File: src/rtl/coin_acceptor.sv
// Coin acceptor: syncs and debounces nickel/dime sensors, emits one-cycle N/D/reject pulses, flags jams.
// Latency: N/D/reject rise on the (DEB_CYCLES+3)th edge after the raw sensor is first sampled high.
// Backpressure: none; the debounce spacing bounds event rate so one pending flag per channel suffices.
module coin_acceptor #(
    parameter int DEB_CYCLES = 4,
    parameter int CNT_W      = 3,
    parameter int JAM_CYCLES = 64,
    parameter int JAM_W      = 7
) (
    input  logic clk,
    input  logic reset,
    input  logic nsw,
    input  logic dsw,
    input  logic inhibit,
    output logic N,
    output logic D,
    output logic reject,
    output logic jam
);

    // Channel index 0 is the nickel sensor, index 1 the dime sensor.
    logic [1:0]       sync1;
    logic [1:0]       sync2;
    logic [1:0]       deb;
    logic [CNT_W-1:0] dcnt [2];
    logic [JAM_W-1:0] jcnt [2];
    logic [1:0]       flip;
    logic [1:0]       rise;
    logic [1:0]       jam_hit;
    logic             refuse;
    logic             nick_pend;
    logic             dime_pend;
    logic             rej_pend;

    always_comb begin
        flip    = 2'b00;
        rise    = 2'b00;
        jam_hit = 2'b00;
        for (int i = 0; i < 2; i++) begin
            flip[i]    = (sync2[i] != deb[i]) && (dcnt[i] == CNT_W'(DEB_CYCLES - 1));
            rise[i]    = flip[i] && !deb[i];
            jam_hit[i] = deb[i] && (jcnt[i] == JAM_W'(JAM_CYCLES - 1));
        end
        refuse = inhibit || jam;
    end

    always_ff @(posedge clk or negedge reset) begin
        if (!reset) begin
            sync1     <= '0;
            sync2     <= '0;
            deb       <= '0;
            for (int i = 0; i < 2; i++) begin
                dcnt[i] <= '0;
                jcnt[i] <= '0;
            end
            nick_pend <= 1'b0;
            dime_pend <= 1'b0;
            rej_pend  <= 1'b0;
            N         <= 1'b0;
            D         <= 1'b0;
            reject    <= 1'b0;
            jam       <= 1'b0;
        end else begin
            sync1 <= {dsw, nsw};
            sync2 <= sync1;
            for (int i = 0; i < 2; i++) begin
                if (sync2[i] == deb[i]) begin
                    dcnt[i] <= '0;
                end else if (flip[i]) begin
                    dcnt[i] <= '0;
                    deb[i]  <= ~deb[i];
                end else begin
                    dcnt[i] <= dcnt[i] + 1'b1;
                end
                // Saturate so a sensor held high for hours cannot wrap the counter.
                if (!deb[i])
                    jcnt[i] <= '0;
                else if (jcnt[i] != JAM_W'(JAM_CYCLES))
                    jcnt[i] <= jcnt[i] + 1'b1;
            end
            if (|jam_hit)
                jam <= 1'b1;

            // Acceptance uses the jam/inhibit state seen in the event cycle.
            rej_pend  <= refuse && (|rise);
            dime_pend <= rise[1] && !refuse;
            if (rise[0] && !refuse)
                nick_pend <= 1'b1;
            else if (!dime_pend)
                nick_pend <= 1'b0;

            reject <= rej_pend;
            D      <= dime_pend;
            N      <= nick_pend && !dime_pend;
        end
    end

endmodule

File: config.mk
export PLATFORM = sky130hd
export DESIGN_NAME = coin_acceptor
export DESIGN_NICKNAME = d
export VERILOG_FILES = /design/src/rtl/coin_acceptor.sv
export SDC_FILE = /design/constraint.sdc
export NUM_CORES = 1
export LEC_CHECK = 0
export ABC_CLOCK_PERIOD_IN_PS = 3400
export CAP_MARGIN = 20
export CORE_MARGIN = 5
export CORE_UTILIZATION = 50
export DETAILED_ROUTE_END_ITERATION = 16
export PLACE_DENSITY = 0.69
export SETUP_SLACK_MARGIN = 0.2
export SLEW_MARGIN = 0
export SYNTH_ARGS = -nofsm -noshare
export SYNTH_HDL_FRONTEND = slang
export SYNTH_SLANG_ARGS = --single-unit
File: constraint.sdc
create_clock -name clk -period 3.4 [get_ports clk]
set_clock_uncertainty 0.2 [all_clocks]
set_input_delay 0.51 -clock clk [delete_from_list [all_inputs] [get_ports clk]]
set_output_delay 0.51 -clock clk [all_outputs]
set_load 0.02 [all_outputs]
# Yosys cells after proc, flatten, opt, wreduce, memory -nomap -nowiden

Cells that the tools add are included.
W data, S select, Z words.

Register bits: 33
Input bits: 5
Output and inout bits: 4
Word-level logic and storage cells: 65

$add $sub $neg: 4
Eq/ne operators: 13
Multiplexer cells: 10
Bitwise gates (word level): 4
Reduce and logical (&&, ||, !) cells: 19

Operators by type and width:

| kind                  | count |
|---|---|
| $mux W7               | 4 |
| $add A7 B1 Y7 const B | 2 |
| $eq A7 B6 Y1 const B  | 2 |
| $ne A7 B7 Y1 const B  | 2 |
| $mux W3               | 4 |
| $logic_and A1 B1 Y1   | 10 |
| $add A3 B1 Y3 const B | 2 |
| $eq A3 B2 Y1 const B  | 2 |
| $ne A2 B1 Y1 const B  | 3 |
| $logic_not A1 Y1      | 4 |
| $not A1 Y1            | 4 |
| $reduce_and A2 Y1     | 2 |
| $reduce_or A2 Y1      | 2 |
| $eq A1 B1 Y1          | 2 |
| $mux W1               | 2 |
| $ne A1 B1 Y1          | 2 |
| $logic_or A1 B1 Y1    | 1 |

# Longest topological paths before layout

Gate-level depths: netlist of run 1.

Depth after elaboration: 5
Gate-level depth with buffers: 6
Gate-level depth less buffers: 5

# Worst setup path after synthesis of run 1

OpenSTA, ideal clock, no wires.

Path type: reg2reg
Start: register jcnt[0] (netlist bit)
End: register jcnt[0] (netlist bit)
Library setup time: 79 ps
Arrival time: 1,242 ps
Required time: 3,121 ps
Setup slack: 1,879 ps
Cell stages (with the launch flop): 7
Path buffers: 1
Period minus slack after synthesis: 1,521 ps
Path through: dfrtp_1 inv_1 ha_1 nor4b_1 and3_1 buf_2 mux2i_1

Longest elaborated chain between the ends: 3
Elaborated cells between the ends (all ways): 5
Classes of those cells: add/sub (1); eq/ne (2); mux (2)

RTL lines:

| element                         | line | source |
|---|---|---|
| start, declared                 | 26   | `logic [JAM_W-1:0] jcnt [2];` |
| start signal, assigned by index | 79   | `jcnt[i] <= jcnt[i] + 1'b1;` |
| $add A7 B1 Y7                   | 79   |  |
| $mux W7                         | 78   | `else if (jcnt[i] != JAM_W'(JAM_CYCLES))` |
| $mux W7                         | 76   | `if (!deb[i])` |

Parallel ways exist; a longest one is shown, timed or not. The select of a mux whose other input is x is not followed.
A chain may end at the register's enable or synchronous reset.

# Worst setup path after layout of run 1

Start: register jam
End: output port jam

RTL lines:

| element                | line | source |
|---|---|---|
| start, declared        | 18   | `output logic jam` |
| start signal, assigned | 62   | `jam <= 1'b0;` |
| start signal, assigned | 82   | `jam <= 1'b1;` |

No word-level cell between the ends.

==> flow_metrics.tcl, run 1 <==
set metrics [dict create \
    status "finished clean" \
    rows 19 \
    multiInputGateArea_um2 548 \
    tns_ns 0 \
    postCtsHoldBufs 0 \
    leakage_nw 0.722 \
    maxSlewHeadroom_pct 73.0 \
    drive_above_1_share_pct 10.4 \
    synthCells 121 \
    synth.distinct_cells 33 \
    synth_nets 132 \
    critPathKind "reg2out" \
    cp_slowest_cell "clkdlybuf4s50_1" \
    worstSetupStartpointType "register" \
    place_inst 158 \
    hpwl_um 1520 \
    setup_viol 0 \
    synth-seq-cells 33 \
    initial_core_util_pct 51.6 \
    regArea_um2 826 \
    instances_no_fill 166 \
    first_pass_iters 4 \
    cts_resized 0 \
    r2r_cells 5 \
    hp-class "reg2reg" \
    grtUsageTotal_pct 13.0 \
    cp.arrival_ns 1.37 \
    antenna_found_initial 0 \
    drtAntennaViolNets 0 \
    drt-initial-drc-count 29 \
    cp_max_fo 5 \
    avgSynthCellArea_um2 11.7 \
    wl_um 2130 \
    final_cell_area_um2 1610 \
    worst_pin_slew_ns 0.405 \
    end_kind "primary output" \
    die_y_um 63.1 \
    tritoncts "yes" \
    place.gp.congestion 0.758 \
    coreArea_um2 2730 \
    maxCapViolations 0 \
    vias_per_cell 5.36 \
    port_buffers 8 \
    grt_pass1_vias 873 \
    place_area_um2 1520 \
    clk_path_buf_depth 2 \
    cts-root-buf "clkbuf_4" \
    dieArea_um2 3980 \
    min_to "reject" \
    crit_buf_inv 1 \
    post_cts_buffers 0 \
    rrSetupSlack_ns 1.71 \
    nets 145 \
    reg2reg_from "jcnt[0]" \
    rsz0062_at_grt "no" \
    fill_cells 231 \
    cts.sinks 33 \
    overflow 0 \
    crit_chain "clkdlybuf4s50_1" \
    clk_pin_slew_ns 0.10 \
    min-delay-start "rej_pend" \
    clock_latency_ns 0.33 \
    power.density_nw_per_um2 631 \
    slew_viol_final 0 \
    min_path_cells 0 \
    critPathTopFamily "buffers and inverters" \
    die_w_um 63.1 \
    fin_crit_sh_pct 61.3 \
    yosysSeqAreaShare_pct 58.6 \
    ys_warn_count 0 \
    grt_pass1_wl_um 3950 \
    grt_max_degree 34 \
    num_vias 889 \
    cpPeakStageDelay_ns 0.62 \
    cts_buffers 5 \
    fin_hold_ws_ns 0.157 \
    drcViolationCount 0 \
    diodes 0 \
    htree_levels 2 \
    crit_required_ns 2.69 \
    synthToLayoutAreaGrowth_pct 14.0 \
    period_minus_slack_ns 2.08 \
    totalPowerFinal_mw 1.01 \
    max-vdd-ir-drop_uv 418 \
    final_hold_viol_count 0 \
    timing.rr.end "jcnt[0]" \
    wl_per_cell_um 12.8 \
    io_pins 9 \
    max_freq_mhz 480 \
    syn_area_um2 1410 \
]
==> worst reg2reg max path, cell delays in order (launching register included) <==
cell and delay, ns:
dfrtp_1 0.43, inv_1 0.09, ha_1 0.15, nor4b_1 0.21, and3_1 0.32, mux2i_1 0.23
==> cell type report <==
cell class / instances / share of cell area [%]
Tap cell: 31 / 2.41
Clock buffer: 7 / 3.42
Clock inverter: 1 / 1.87
Sequential cell: 33 / 51.4
Timing Repair Buffer: 9 / 5.45
Inverter: 6 / 1.40
Multi-Input combinational cell: 79 / 34.1
==> flip-flops by register name, summed over array words and instances (netlist names), 2 cells and up <==
signal / cells
sync2: 2
dcnt: 6
deb: 2
sync1: 2
jcnt: 14
==> how the worst max path moves through the flow <==
stage	from	to	slack, ns	depth (start not counted)
2_1_floorplan	jcnt[0]	jcnt[0]	1.88	6
3_3_place_gp	jam	jam	1.70	1
3_5_place_dp	jam	jam	1.67	1
4_1_cts	jam	jam	1.28	1
5_1_grt	jam	jam	1.24	1
6_report	jam	jam	1.32	1
==> cell usage in the layout, fill, tap and decap left out, drive strengths merged, types with 3 or more instances in the layout <==
cell type / netlist / routed
o21ai: 3 / 3
ha: 6 / 6
nor2: 5 / 5
nor2b: 3 / 3
dfrtp: 33 / 33
mux2i: 4 / 4
nor4b: 3 / 3
inv: 6 / 6
and3: 3 / 3
xnor2: 5 / 5
nand2: 15 / 15
nor3b: 4 / 4
nor3: 4 / 4
xor2: 3 / 3
clkbuf: 1 / 7
nand3: 5 / 5
clkdlybuf4s50: 0 / 8
==> power breakdown <==
part	leakage [nW]	switching, mW	internal [mW]
clock network	0.0455	0.132	0.176
registers	0.441	0.0714	0.452
logic	0.235	0.0916	0.0916
==> synth_stat cells <==
library cell	number	share of area, %
mux2i_1	4	2.8
inv_2	1	0.27
ha_1	6	5.3
xor2_1	3	1.9
nand3b_1	2	1.1
xnor2_1	5	3.1
or3_1	2	0.89
dfrtp_1	33	59
mux2_2	1	0.80
nand2b_1	1	0.44
o21ai_0	3	1.1
nand3_2	2	1.4
and3_1	3	1.3
clkbuf_1	1	0.27
a21oi_1	1	0.35
or4b_1	1	0.71
nand4_1	1	0.44
nor3_1	4	1.4
nand3_1	3	1.1
o31ai_1	1	0.53
nand2_1	15	4.0
inv_1	5	1.3
a211oi_2	1	0.89
and3b_2	1	0.71
nor4b_1	3	1.9
nor3b_1	4	2.1
nor2_1	5	1.3
o21bai_1	1	0.53
nor4_1	1	0.44
nor2b_1	3	1.3
and2_1	1	0.44
buf_2	2	0.71
o211ai_1	1	0.53
==> cells by family (layout without fill, tap and decap cells) <==
logic type | count (synthesis) | in the layout | share of synthesized area (%)
AOI/OAI and AO/OA | 8 | 8 | 3.90
xor gates and xnor gates | 8 | 8 | 4.97
adders and majority gates | 6 | 6 | 5.32
buffers and inverters | 9 | 23 | 2.57
DFF | 33 | 33 | 58.6
muxes | 5 | 5 | 3.64
and+or+nand+nor | 52 | 52 | 21.0
==> stage by stage <==
stage	setup slack (ns)	util [%]
6_report	1.32	58.8
5_1_grt	1.24	58.8
4_1_cts	1.28	58.8
3_5_place_dp	1.67	55.7
3_3_place_gp	1.70	55.7
2_1_floorplan	1.88	-
==> metal layers <==
layer / global-route usage (%) / up-vias / part of all wire [%] / routed length (um)
met5: 0 / - / 0 / 0
li1: - / 436 / - / -
met2: 18.7 / 16 / 45 / 948
met1: 16.0 / 431 / 48 / 1010
met3: 6.22 / 6 / 5.2 / 111
met4: 7.16 / 0 / 2.4 / 51
(Power assumes the default switching activity.)
==> inputs of run 2 (changes only) <==
--- a/config.mk
+++ b/config.mk
@@ -5,12 +5,12 @@
 export SDC_FILE = /design/constraint.sdc
 export NUM_CORES = 1
 export LEC_CHECK = 0
-export ABC_CLOCK_PERIOD_IN_PS = 3400
+export ABC_CLOCK_PERIOD_IN_PS = 1800
 export CAP_MARGIN = 20
 export CORE_MARGIN = 5
 export CORE_UTILIZATION = 50
 export DETAILED_ROUTE_END_ITERATION = 16
-export PLACE_DENSITY = 0.69
+export PLACE_DENSITY = 0.72
 export SETUP_SLACK_MARGIN = 0.2
 export SLEW_MARGIN = 0
 export SYNTH_ARGS = -nofsm -noshare
==> constraint.sdc (replaced) <==
create_clock -name clk -period 1.8 [get_ports clk]
set_clock_uncertainty 0.2 [all_clocks]
set_input_delay 0.27 -clock clk [delete_from_list [all_inputs] [get_ports clk]]
set_output_delay 0.27 -clock clk [all_outputs]
set_load 0.02 [all_outputs]
==> run 2 against run 1 <==
Flip-flop and latch count did not move. Sequential power rose by 89%. Critical path depth rose by 4. Design area rose by 1.7%. Worst setup slack got worse by 1.0 ns.
==> flow_metrics.tcl, run 2 (synthesized netlist as in run 1, its figures left out) <==
set metrics [dict create \
    die_y_um 63.1 \
    status "finished clean" \
    cts.sinks 33 \
    overflow 0 \
    hpwl_um 1560 \
    htree_levels 2 \
    place_area_um2 1520 \
    fin_crit_sh_pct 84.7 \
    clk_path_buf_depth 2 \
    crit_required_ns 1.84 \
    rows 19 \
    final_cell_area_um2 1640 \
    hp-class "in2async" \
    largest_register "jcnt" \
    synthToLayoutAreaGrowth_pct 16.0 \
    first_pass_iters 4 \
    worst_pin_slew_ns 0.406 \
    cp.arrival_ns 1.56 \
    end_kind "register" \
    die_w_um 63.1 \
    place.gp.congestion 0.799 \
    maxCapViolations 0 \
    power.density_nw_per_um2 1090 \
    drt-met1-wl_um 1050 \
    wl_um 2220 \
    io_pins 9 \
    final_cell_mix "33 x dfrtp_1, 15 x nand2_1, 6 x ha_1" \
    period_minus_slack_ns 1.52 \
    drt-initial-drc-count 37 \
    cts-root-buf "clkbuf_4" \
    top_regs "jcnt: 14 flops, dcnt: 6 flops" \
    fill_cells 234 \
    postCtsHoldBufs 0 \
    top_layer "met4" \
    grt_pass1_vias 873 \
    largest_register_ffs 14 \
    tritoncts "yes" \
    clk_pin_slew_ns 0.09 \
    port_buffers 8 \
    diodes 0 \
    cp_max_fo 4 \
    nets 149 \
    met3_length_um 101 \
    rsz0062_at_grt "yes" \
    final_hold_viol_count 0 \
    max_freq_mhz 656 \
    leakage_nw 0.752 \
    met2WireLength_um 1020 \
    clock_latency_ns 0.32 \
    setup_viol 0 \
    antenna_found_initial 0 \
    critPathKind "reg2reg" \
    vias_per_cell 5.36 \
    layout_commonest_cell "dfrtp_1" \
    drive_above_1_share_pct 15.8 \
    drtAntennaViolNets 0 \
    wl_per_cell_um 13.0 \
    worstSetupStartpointType "register" \
    tns_ns 0 \
    slew_viol_final 0 \
    grtUsageTotal_pct 12.5 \
    grt_pass1_wl_um 3900 \
    coreArea_um2 2730 \
    initial_core_util_pct 51.6 \
    drcViolationCount 0 \
    grt_max_degree 34 \
    dieArea_um2 3980 \
    cts_buffers 5 \
    num_vias 911 \
    maxSlewHeadroom_pct 72.9 \
    max-vdd-ir-drop_uv 660 \
]
## run 2: layout make-up
type | count | area (um2) | area share, %
multi-input cells | 79 | 586 | 35.8
repair buffers | 13 | 114 | 6.96
inverters | 6 | 22.5 | 1.38
well taps | 31 | 38.8 | 2.37
clock buffers | 8 | 48.8 | 2.98
flip-flops and latches | 33 | 826 | 50.5
## run 2: metal layers
| layer | vias to the layer above | GRT usage, % |
|---|---|---|
| met4 | 0 | 6.37 |
| met1 | 434 | 16.2 |
| met5 | - | 0 |
| met3 | 6 | 4.44 |
| met2 | 22 | 18.3 |
| li1 | 449 | - |
## run 2: metrics by stage
stage	std cells	hold slack (ns)	util [%]	power (mW)	setup slack [ns]
CTS	168	0.155	57.9	1.76	0.215
global placement	158	0.132	55.7	1.32	0.247
global route	170	0.170	59.8	1.93	0.132
floorplan	121	-0.226	-	1.25	0.279
finish	170	0.152	59.8	1.78	0.275
detailed placement	158	0.137	55.7	1.36	0.153
## run 2: worst max-delay path, stage by stage, from the launching register on
cell and delay, ns:
dfrtp_1 0.40, buf_4 0.12, buf_4 0.09, nand3_2 0.08
or3_1 0.34, a211oi_2 0.21
## run 2: final timing paths
check | from | slack [ns] | cells after the start | endpoint
worst max-delay path | jcnt[1] | 0.28 | 5 | jcnt[5]
max in group asynchronous | reset | 0.96 | 2 | dcnt[3]
worst min-delay path | reset | 0.15 | 2 | jcnt[4]
worst max register to register | jcnt[1] | 0.28 | 5 | jcnt[5]
min in group clk | sync1[0] | 0.15 | 0 | sync2[0]
worst min register to register | sync1[0] | 0.15 | 0 | sync2[0]
## run 2: repair_timing
item,CTS,global route
gates resized for setup,5,8
endpoints found under the setup margin,6,9
pin swaps,1,1
buffers inserted,2,2
## run 2: report_power, final
group / switching (mW) / total (mW) / internal [mW]
clock network: 0.221 / 0.377 / 0.156
registers: 0.137 / 0.991 / 0.854
logic: 0.192 / 0.416 / 0.223
total: 0.551 / 1.78 / 1.23
==> inputs of run 3 (changes only) <==
--- a/config.mk
+++ b/config.mk
@@ -5,7 +5,7 @@
 export SDC_FILE = /design/constraint.sdc
 export NUM_CORES = 1
 export LEC_CHECK = 0
-export ABC_CLOCK_PERIOD_IN_PS = 1800
+export ABC_CLOCK_PERIOD_IN_PS = 1400
 export CAP_MARGIN = 20
 export CORE_MARGIN = 5
 export CORE_UTILIZATION = 50
==> constraint.sdc (replaced) <==
create_clock -name clk -period 1.4 [get_ports clk]
set_clock_uncertainty 0.2 [all_clocks]
set_input_delay 0.21 -clock clk [delete_from_list [all_inputs] [get_ports clk]]
set_output_delay 0.21 -clock clk [all_outputs]
set_load 0.02 [all_outputs]
==> run 3 against run 2 <==
Largest power group unchanged. Sequential share of layout area is 12 points lower. The run now ends with setup timing left. Via count is 20% higher. Sequential power is 30% higher.
==> flow_metrics.tcl, run 3 (synthesized netlist as in run 1, its figures left out) <==
set metrics [dict create \
    largest_register "jcnt" \
    first_pass_iters 4 \
    drive_above_1_share_pct 51.5 \
    utilization_pct 78.3 \
    rsz0062_at_grt "yes" \
    io_pins 9 \
    clock_latency_ns 0.34 \
    grt_pass1_vias 1130 \
    antenna_found_initial 0 \
    drt-initial-drc-count 87 \
    crit_buf_inv 1 \
    drtAntennaViolNets 0 \
    grt.busiest_layer "met2" \
    maxCapViolations 0 \
    place.gp.congestion 0.748 \
    cp.arrival_ns 1.68 \
    hpwl_um 1820 \
    worstSetupStartpointType "register" \
    htree_levels 2 \
    critPathKind "reg2reg" \
    cts.sinks 33 \
    crit_required_ns 1.46 \
    fill_cells 148 \
    cts-root-buf "clkbuf_4" \
    period_minus_slack_ns 1.63 \
    worst_pin_slew_ns 0.349 \
    slew_viol_final 0 \
    crit_chain "inv_2 -> ha_4 -> nor4b_4 -> and3_4 -> mux2i_1" \
    pre_cts_ws_ns -0.191 \
    critPathTopFamily "simple AND/OR/NAND/NOR gates" \
    cpPeakStageDelay_ns 0.43 \
    hp-class "in2async" \
    cp_max_fo 4 \
    num_vias 1090 \
    maxSlewHeadroom_pct 76.5 \
    wl_um 3380 \
    diodes 0 \
    clk_pin_slew_ns 0.11 \
    final_cell_mix "31 x dfrtp_1, 27 x buf_4, 15 x nand2_1" \
    rows 19 \
    max_freq_mhz 615 \
    clk_path_buf_depth 2 \
    leakage_nw 0.976 \
    status "finished with violations" \
    violations "setup timing" \
    wl_per_cell_um 17.1 \
    port_buffers 8 \
    top_regs "jcnt: 14 flops, dcnt: 6 flops" \
    final_hold_viol_count 0 \
    gr-usage-met2_pct 26.7 \
    met3_usage_pct 4.80 \
    setup_viol 10 \
    grt_pass1_wl_um 5150 \
    cts_buffers 5 \
    postCtsHoldBufs 0 \
    fin_crit_sh_pct 116 \
    synthToLayoutAreaGrowth_pct 51.8 \
    cp_slowest_cell "dfrtp_1" \
    die_w_um 63.1 \
    grt_max_degree 34 \
    die_y_um 63.1 \
    vias_per_cell 5.51 \
    end_kind "register" \
    coreArea_um2 2730 \
    dieArea_um2 3980 \
    tritoncts "yes" \
    use_met1_pct 20.8 \
    setup_ws_ns -0.226 \
    power.density_nw_per_um2 1570 \
    drcViolationCount 0 \
    initial_core_util_pct 51.6 \
    largest_register_ffs 14 \
    grtUsageTotal_pct 16.8 \
    overflow 0 \
    nets 177 \
    max-vdd-ir-drop_uv 1420 \
    layout_commonest_cell "dfrtp_1" \
]
[run 3: worst register-to-register path, cell delays in order (launching register included)]
cell	delay (ns)
dfrtp_1	0.43
inv_2	0.10
ha_4	0.12
nor4b_4	0.19
and3_4	0.26
mux2i_1	0.23
[run 3: what timing repair did]
item | in CTS | in global routing
setup endpoints to repair | 29 | 30
gates resized for setup | 44 | 24
buffers inserted | 7 | 7
cloned | 0 | 0
pin swaps | 8 | 10
hold endpoints to repair | 0 | 0
[run 3: stage by stage]
stage	std cells	setup TNS [ns]	hold WS (ns)	power [mW]	cell area, um2
after CTS	191	-0.629	0.0241	2.99	1960
after global placement	176	-0.227	0.135	1.88	1710
after detailed placement	176	-0.628	0.136	1.94	1710
final	198	-1.34	0.0208	3.36	2140
after floorplan	121	-0.203	-0.286	1.64	1460
after global routing	198	-2.09	0.0219	3.57	2140
[run 3: routing by layer]
layer	share of wire [%]	up-vias
met2	51	23
li1	-	505
met1	42	552
met3	3.8	10
met4	2.9	0
met5	0	-
[run 3: path summary, 6_finish.rpt]
| path | endpoint | depth (start not counted) | slack (ns) | from |
|---|---|---|---|---|
| max | jcnt[0] | 5 | -0.23 | jcnt[0] |
| min | jcnt[2] | 2 | 0.02 | reset |
| max reg2reg | jcnt[0] | 5 | -0.23 | jcnt[0] |
| min reg2reg | sync2[1] | 0 | 0.17 | sync1[1] |
| max in group asynchronous | deb[0] | 2 | 0.79 | reset |
| min in group clk | sync1[0] | 1 | 0.09 | nsw |
[run 3: final cells by class]
class | count | area, um2 | area share, %
inverter | 6 | 22.5 | 1.05
clock buffer | 5 | 37.5 | 1.75
timing repair buffer | 41 | 364 | 17.0
multi-input combinational | 79 | 785 | 36.6
clock inverter | 3 | 65.1 | 3.04
tap | 31 | 38.8 | 1.81
sequential | 33 | 828 | 38.7
[run 3: power breakdown]
group          internal [mW]  switching (mW)  leakage (nW)  total (mW)
Sequential              1.10           0.192         0.438        1.29
Clock                  0.553           0.340        0.0552       0.893
Combinational          0.677           0.494         0.483        1.17
